===== src/rtl/mem_arb_pkg.sv =====
// Shared state encodings and access-size codes for the memory port arbiter.
package mem_arb_pkg;

  typedef enum logic [2:0] {
    S_IDLE,
    S_I_ADDR,
    S_I_WAIT,
    S_D_ADDR,
    S_D_WAIT
  } state_t;

  localparam logic [1:0] SIZE_BYTE = 2'd0;
  localparam logic [1:0] SIZE_HALF = 2'd1;
  localparam logic [1:0] SIZE_WORD = 2'd2;

endpackage


===== src/rtl/mem_arb_hold_buf.sv =====
// One-word response holding register; valid the cycle after capture.
// Holds until released by pipeline advance or cleared by flush; no backpressure of its own.
module mem_arb_hold_buf #(
  parameter int DATA_W = 32
) (
  input  logic              clk,
  input  logic              rst,
  input  logic              capture,
  input  logic [DATA_W-1:0] cap_dat,
  input  logic              rel,
  input  logic              clear,
  output logic              hold_vld,
  output logic [DATA_W-1:0] hold_dat
);

  always_ff @(posedge clk or negedge rst) begin
    if (!rst) begin
      hold_vld <= 1'b0;
      hold_dat <= '0;
    end else begin
      if (clear)        hold_vld <= 1'b0;
      else if (capture) hold_vld <= 1'b1;
      else if (rel)     hold_vld <= 1'b0;
      if (capture && !clear) hold_dat <= cap_dat;
    end
  end

endmodule


===== src/rtl/mem_port_arbiter.sv =====
// Shares one SRAM-like bus between instruction fetch and MEM-stage load/store; data wins ties.
// Bus request registered one cycle after req, ok one cycle after bus_data_ok; stall_F/stall_M hold the pipe.
// MEM_ARB_PERF_EN adds free-running stall-cycle counters.
module mem_port_arbiter
  import mem_arb_pkg::*;
#(
  parameter int ADDR_W = 32,
  parameter int DATA_W = 32
) (
  input  logic              clk,
  input  logic              rst,
  input  logic              inst_req,
  input  logic [ADDR_W-1:0] inst_addr,
  output logic [DATA_W-1:0] inst_rdata,
  output logic              inst_ok,
  input  logic              data_req,
  input  logic              data_wr,
  input  logic [1:0]        data_size,
  input  logic [ADDR_W-1:0] data_addr,
  input  logic [DATA_W-1:0] data_wdata,
  output logic [DATA_W-1:0] data_rdata,
  output logic              data_ok,
  input  logic              pipe_stall,
  input  logic              flush,
  output logic              stall_F,
  output logic              stall_M,
  output logic              bus_req,
  output logic              bus_wr,
  output logic [1:0]        bus_size,
  output logic [ADDR_W-1:0] bus_addr,
  output logic [DATA_W-1:0] bus_wdata,
  input  logic              bus_addr_ok,
  input  logic              bus_data_ok,
  input  logic [DATA_W-1:0] bus_rdata
`ifdef MEM_ARB_PERF_EN
  ,
  output logic [31:0]       perf_istall_cnt,
  output logic [31:0]       perf_dstall_cnt
`endif
);

  state_t state;
  logic   discard;
  logic   inst_vld;
  logic   data_vld;
  logic   pipe_adv;
  logic   in_inst;
  logic   inst_cap;
  logic   data_cap;

  // Stalls are gated by reset so every output reads 0 while rst is low.
  assign stall_F  = rst & inst_req & ~inst_vld;
  assign stall_M  = rst & data_req & ~data_vld;
  assign inst_ok  = inst_vld;
  assign data_ok  = data_vld;
  assign pipe_adv = ~pipe_stall & ~stall_F & ~stall_M;
  assign in_inst  = (state == S_I_ADDR) || (state == S_I_WAIT);
  assign inst_cap = (state == S_I_WAIT) && bus_data_ok && !discard && !flush;
  assign data_cap = (state == S_D_WAIT) && bus_data_ok && !flush;

  mem_arb_hold_buf #(.DATA_W(DATA_W)) u_inst_buf (
    .clk      (clk),
    .rst      (rst),
    .capture  (inst_cap),
    .cap_dat  (bus_rdata),
    .rel      (pipe_adv),
    .clear    (flush),
    .hold_vld (inst_vld),
    .hold_dat (inst_rdata)
  );

  mem_arb_hold_buf #(.DATA_W(DATA_W)) u_data_buf (
    .clk      (clk),
    .rst      (rst),
    .capture  (data_cap),
    .cap_dat  (bus_rdata),
    .rel      (pipe_adv),
    .clear    (flush),
    .hold_vld (data_vld),
    .hold_dat (data_rdata)
  );

  always_ff @(posedge clk or negedge rst) begin
    if (!rst) begin
      state     <= S_IDLE;
      bus_req   <= 1'b0;
      bus_wr    <= 1'b0;
      bus_size  <= SIZE_BYTE;
      bus_addr  <= '0;
      bus_wdata <= '0;
    end else begin
      case (state)
        S_IDLE: begin
          // A flushed data request belongs to a killed instruction and is never started.
          if (data_req && !data_vld && !flush) begin
            state     <= S_D_ADDR;
            bus_req   <= 1'b1;
            bus_wr    <= data_wr;
            bus_size  <= data_size;
            bus_addr  <= data_addr;
            bus_wdata <= data_wdata;
          end else if (inst_req && !inst_vld && !flush) begin
            state     <= S_I_ADDR;
            bus_req   <= 1'b1;
            bus_wr    <= 1'b0;
            bus_size  <= SIZE_WORD;
            bus_addr  <= inst_addr;
            bus_wdata <= '0;
          end
        end
        S_I_ADDR, S_D_ADDR: begin
          if (bus_addr_ok) begin
            bus_req <= 1'b0;
            bus_wr  <= 1'b0;
            state   <= (state == S_I_ADDR) ? S_I_WAIT : S_D_WAIT;
          end
        end
        S_I_WAIT, S_D_WAIT: begin
          if (bus_data_ok) state <= S_IDLE;
        end
        default: state <= S_IDLE;
      endcase
    end
  end

  // An in-flight fetch that gets flushed still completes on the bus, but its word is dropped.
  always_ff @(posedge clk or negedge rst) begin
    if (!rst) begin
      discard <= 1'b0;
    end else if ((state == S_I_WAIT) && bus_data_ok) begin
      discard <= 1'b0;
    end else if (flush && in_inst) begin
      discard <= 1'b1;
    end
  end

`ifdef MEM_ARB_PERF_EN
  always_ff @(posedge clk or negedge rst) begin
    if (!rst) begin
      perf_istall_cnt <= 32'd0;
      perf_dstall_cnt <= 32'd0;
    end else begin
      if (stall_F) perf_istall_cnt <= perf_istall_cnt + 32'd1;
      if (stall_M) perf_dstall_cnt <= perf_dstall_cnt + 32'd1;
    end
  end
`endif

endmodule

===== config.mk =====
export PLATFORM = sky130hd
export DESIGN_NAME = mem_port_arbiter
export DESIGN_NICKNAME = d
export VERILOG_FILES = /design/src/rtl/mem_arb_pkg.sv /design/src/rtl/mem_arb_hold_buf.sv /design/src/rtl/mem_port_arbiter.sv
export SDC_FILE = /design/constraint.sdc
export NUM_CORES = 1
export LEC_CHECK = 0
export BUFFER_PORTS_ARGS = -buffer_cell sky130_fd_sc_hd__clkbuf_2
export CAP_MARGIN = 20
export CORE_MARGIN = 2
export CORE_UTILIZATION = 50
export DETAILED_ROUTE_END_ITERATION = 12
export PLACE_DENSITY = 0.9
export SYNTH_ARGS = -nofsm -noshare
export SYNTH_HDL_FRONTEND = slang
export SYNTH_SLANG_ARGS = --single-unit

===== constraint.sdc =====
create_clock -name clk -period 5.4 [get_ports clk]
set_input_delay 0.54 -clock clk [delete_from_list [all_inputs] [get_ports clk]]
set_output_delay 0.54 -clock clk [all_outputs]
set_load 0.005 [all_outputs]

# Word-level counts from Yosys, hierarchy flattened
# Cells that the tools add are included.
[word_totals]
ff_bits = 138
[classes]
n_eq_ne = 7
n_mux = 26
n_bitwise = 11
n_reduce_logical = 28
[op_table]
columns = ["cell", "n"]
rows = [
  ["two-way mux 32 bit", 4],
  ["two-way mux 3 bit", 5],
  ["logical AND 1 bit", 12],
  ["two-way mux 1 bit", 12],
  ["case mux 3 bit (3 select lines)", 1],
  ["AND 1 bit", 6],
  ["equality test 3 x 2 -> 1 bit (second input constant)", 2],
  ["AND reduction 3 bit", 2],
  ["nonzero test 2 bit", 3],
  ["nonzero test 3 bit", 2],
  ["NOT 1 bit", 5],
  ["logical NOT 1 bit", 4],
  ["two-way mux 2 bit", 2],
  ["!= test 2 bit (second input constant)", 2],
  ["case mux 1 bit (2 select lines)", 2],
  ["OR reduction 2 bit", 2],
  ["equality test 3 x 1 -> 1 bit (second input constant)", 1],
  ["equality test 3 bit (second input constant)", 1],
  ["logical NOT 3 bit", 1],
  ["!= test 3 bit (second input constant)", 1],
  ["AND reduction 2 bit", 1],
  ["logical OR 1 bit", 1],
]

# Depth between registers and ports, before layout
[depth]
depth_word = 8
ltp_mapped = 6
mapped_depth_nobuf = 3

# Modules after synthesis
# A second synthesis with hierarchy kept.
[unflattened]
cells_unflattened = 370
area_unflattened_um2 = 6124.6
[modules_own_cells]
columns = ["module", "instances", "cells_per_inst", "area_each_um2", "seq_area_each_um2"]
rows = [
  ["mem_port_arbiter", 1, 224, 3326.9, 1801.7],
  ["mem_arb_hold_buf", 2, 73, 1398.8, 825.8],
]

# Worst setup path before layout
# OpenSTA, ideal clock, no wires.
[synth_timing]
kind = "input -> register"
start = "in flush"
end = "reg bus_addr[10]"
arrival_ps = 2001
path_slack_ps = 3274
cell_stages = 5
n_path_buf = 2
path_cell_list = "buf_2 > nor3b_2 > clkbuf_1 > mux2_2 > mux2_2"
[synth_via]
elab_chain_len = 4
elab_cells_between_ends = 6
[synth_rtl]
columns = ["element", "line_no", "text"]
rows = [
  ["start, declared", "mem_port_arbiter.sv:24", "input logic flush,"],
  ["logical NOT 1 bit *", "mem_port_arbiter.sv:95, mem_port_arbiter.sv:102", ""],
  ["logical AND 1 bit, on equally long branches", "mem_port_arbiter.sv:95, mem_port_arbiter.sv:102", ""],
  ["nonzero test 2 bit (no source line)", "-", ""],
  ["AND reduction 2 bit (no source line)", "-", ""],
  ["end signal, assigned", "mem_port_arbiter.sv:100", "bus_addr <= data_addr;"],
  ["end signal, assigned", "mem_port_arbiter.sv:107", "bus_addr <= inst_addr;"],
  ["end, declared", "mem_port_arbiter.sv:30", "output logic [ADDR_W-1:0] bus_addr,"],
]
# Mark *: on every way between the ends. The rest lies on a longest branch, timed or not.
# A chain may end at the register's enable or synchronous reset.

# Worst setup path in the final report
[layout_timing]
start = "reg state[0]"
end = "reg u_data_buf.hold_dat[14]"
[layout_via]
elab_chain_len = 4
[layout_rtl]
columns = ["element", "line_no", "text"]
rows = [
  ["start, declared", "mem_port_arbiter.sv:42", "state_t state;"],
  ["start signal, assigned", "mem_port_arbiter.sv:115", "state <= (state == S_I_ADDR) ? S_I_WAIT : S_D_WAIT;"],
  ["equality test 3 bit", "mem_port_arbiter.sv:59", "assign data_cap = (state == S_D_WAIT) && bus_data_ok && !flush;"],
  ["logical AND 1 bit (2 in series)", "mem_port_arbiter.sv:59", ""],
  ["logical AND 1 bit", "mem_arb_hold_buf.sv:24", "if (capture && !clear) hold_dat <= cap_dat;"],
  ["end signal, assigned", "mem_arb_hold_buf.sv:24", ""],
  ["end, declared", "mem_arb_hold_buf.sv:13", "output logic [DATA_W-1:0] hold_dat"],
]
# Every way passes these cells.

==> summary.md <==
| Metric | Value |
|---|---|
| Initial Util | `0.5092` |
| Leading cell type in the layout, fill and taps excluded | `clkbuf_2` |
| RSZ-0062 raised after global routing | `no` |
| Final worst path period share | `0.4083` |
| Number of standard cells after synthesis | `368` |
| Time the final worst path needs with I/O delays and setup | `2.205 ns` |
| Relative slew margins | `0.3653` |
| Final design instance area without fill | `between 0.007 and 0.008 mm²` |
| Number of hold-slack violations in the final timing report | `0` |
| Register bit count reported by yosys | `138` |
| Tightest hold margin | `a little under 0.08 ns` |
| Worst-Skew Late Latency | `0.42 ns` |
| Total number of H-tree levels | `4` |
| Number of max-cap violations | `0` |
| Worst setup SP type | `register` |
| Routability-driven placement congestion ratio | `0.8339` |
| Accumulated negative setup slack | `0 ns` |
| Pins over their slew limit | `0` |
| Number of nets with antenna violations after routing | `0` |
| Adder-cell share of the synthesized area | `0` |
| Number of distinct library cells after synthesis | `35` |
| Leading post-synthesis cells by cell area | `dfrtp_1 (60%), mux2_2 (19%), mux2_4 (7.6%)` |
| Clk_skew | `0.007981 ns` |
| Maximum clock frequency | `between 0.4 and 0.5 GHz` |
| DIE WIDTH | `about 110 µm` |
| Xor and xnor fraction of the mapped netlist area | `0` |
| Maximum vdd ir drop | `392.7 µV` |
| Placement Rows | `39` |
| Cell depth of the worst flop-to-flop path | `3` |
| Number of top-level pins | `275` |
| Die area | `0.01240 mm²` |
| Number of I/O port buffers | `274` |
| Final setup violation count | `0` |
| Complex-gate fraction of the synthesized area | `0.07358` |
| Mean Syn Cell Area | `15.66 µm²` |
| Worst Max-Slew Pin Slew | `~0.95 ns` |
| Via density | `5.172` |
| Maximum clock insertion buffer count | `2` |
| Clock root buffer master | `clkbuf_16` |
| Cell area power density | `561.1 mW/mm²` |
| Total core area | `0.01132 mm²` |
| Synthesized cell area | `0.005764 mm²` |
| GRT overflow | `0` |
| DRC violation count after routing | `0` |
| Most area-hungry cell type in the Yosys netlist | `dfrtp_1` |
| Commonest cells after routing, fill and taps aside | `clkbuf_2 (273), dfrtp_1 (138), mux2_2 (99), a22o_1 (33), mux2_4 (29)` |
| Combined global-route utilization of all metal layers | `0.2285` |
| Worst min-delay path class | `in2async` |
| Synthesized net count | `around 500` |
| Initial DRC Count | `230` |
| Placement Cell Area | `0.007209 mm²` |
| Number of antenna violations at the first check in global routing | `0` |
| Total number of nets in the final design | `around 780` |
| Clock sink total | `138` |
| Critical path capture point type | `register` |
| Proportion of synthesized chip area in sequential cells | `0.5991` |
| Final routed wirelength across all metal layers | `13600 µm` |
| Place WS | `about 3.0 ns` |
| Post-synthesis simple-gate area fraction | `0.02735` |
| Mux cell area share after synthesis | `0.2689` |
| Via count of the first global-routing pass | `~4400` |
| Area fraction of the dominant cell type after synthesis | `0.5991` |
| Clock-pin slew on the worst setup and hold paths | `0.06 ns` |
| Required time of the worst setup path | `approximately 5.7 ns` |
| First-pass GRT wire length | `22350 µm` |
| Pin count of the biggest net entering global routing | `a little under 80` |
| Dominant combinational cell family by area after synthesis | `multiplexers` |
| Class of the most critical setup path | `reg2reg` |
| Signal arrival time at the worst endpoint | `about 2.5 ns` |
| Detail-routed net length per standard cell | `17.07 µm` |
| DR vias | `a little over 4000` |
| HPWL after detailed placement | `9851 µm` |
| Leakage power | `between 4 and 5 nW` |
| Buffers inserted during post-CTS setup optimization | `0` |
| TritonCTS Buffers | `17` |
| Clock tree from TritonCTS | `built` |
| Syn. warnings | `0` |
| Final WS setup | `3.195 ns` |
| Result of the run | `completed` |
| Inserted Diodes | `0` |
| Post-cts repair resize count | `0` |
| Maximum fanout along the worst path | `33` |
| Area used by multi-input combinational logic | `0.002147 mm²` |
| Power Total | `~4.4 mW` |
| Total area of sequential cells | `0.003453 mm²` |
| Number of detailed-route iterations in the first pass | `4` |
| # fillers | `807` |
| Fraction of final layout cells sized beyond drive strength 1 | `0.6728` |
| P&R area growth vs syn | `35.60%` |
| Count of hold buffers inserted by post-cts repair | `0` |
| Vertical die dimension | `111.4 µm` |
stage by stage:
step	cells	util
floorplan	368	-
global route	797	0.6904
global placement	766	0.6368
finish	797	0.6904
CTS	796	0.6880
detailed placement	766	0.6368
per-layer routing:
| metal | up-vias | part of all wire | GRT usage |
|---|---|---|---|
| met3 | 40 | 0.068 | 0.07240 |
| li1 | 1895 | - | - |
| met4 | 0 | 0.031 | 0.1045 |
| met5 | - | 0 | 0 |
| met2 | 190 | 0.50 | 0.3809 |
| met1 | 1997 | 0.40 | 0.2728 |
synth_stat cells:
library cell,n
a2111o_1,1
a2111oi_4,1
a21boi_0,1
a21oi_1,2
a22o_1,33
a2bb2oi_1,1
a31oi_1,2
and2_1,1
and3b_1,1
and4b_1,1
buf_12,3
buf_2,8
buf_6,2
clkbuf_1,11
dfrtp_1,138
inv_1,4
mux2_2,99
mux2_4,29
nand2_1,7
nand2b_1,3
nand4_1,1
nor2_1,2
nor2b_1,3
nor3_1,2
nor3b_2,1
nor4_2,1
o211ai_1,1
o21a_1,1
o21ai_0,2
o21bai_1,1
o2bb2ai_1,1
o31ai_1,1
o32ai_1,1
or2_1,1
or4b_4,1
power by group:
part	internal [mW]	switching, mW	leakage, nW
Sequential	1.53	0.290	1.71
Combinational	0.875	0.564	2.09
Clock	0.721	0.409	0.285
flip-flops by register name, indices dropped and copies added (netlist names), 2 cells and up:
| signal | cells |
|---|---|
| bus_addr | 32 |
| bus_wdata | 32 |
| u_data_buf.hold_dat | 32 |
| u_inst_buf.hold_dat | 32 |
| state | 3 |
| bus_size | 2 |
worst max-delay path, stage by stage, from the launching register on:
cell     delay, ns
dfrtp_1       0.45
or2_1         0.36
or4b_4        0.86
mux2_4        0.40
cell type report:
cell class / instances / share of cell area
clock inverters: 7 / 0.01169
clock buffers: 23 / 0.06243
multi-input cells: 202 / 0.2747
flip-flops and latches: 138 / 0.4418
repair buffers: 280 / 0.1846
inverters: 4 / 0.001921
well taps: 143 / 0.02289
worst paths after layout:
check	start	endpoint	slack, ns
worst max register to register	state[0]	u_data_buf.hold_dat[14]	3.20
worst max-delay path	state[0]	u_data_buf.hold_dat[14]	3.20
worst min register to register	bus_wdata[13]	bus_wdata[13]	0.50
max in group asynchronous	rst	bus_wdata[19]	3.94
min in group clk	data_wdata[13]	bus_wdata[13]	0.33
worst min-delay path	rst	bus_addr[19]	0.08
cell families (layout without fill, tap and decap cells):
logic type,Yosys count,after routing
AOI/OAI and AO/OA,49,49
buffers and inverters,28,314
DFF,138,138
muxes,128,128
and+or+nand+nor,25,25
Power figures use the tool's default switching activity.
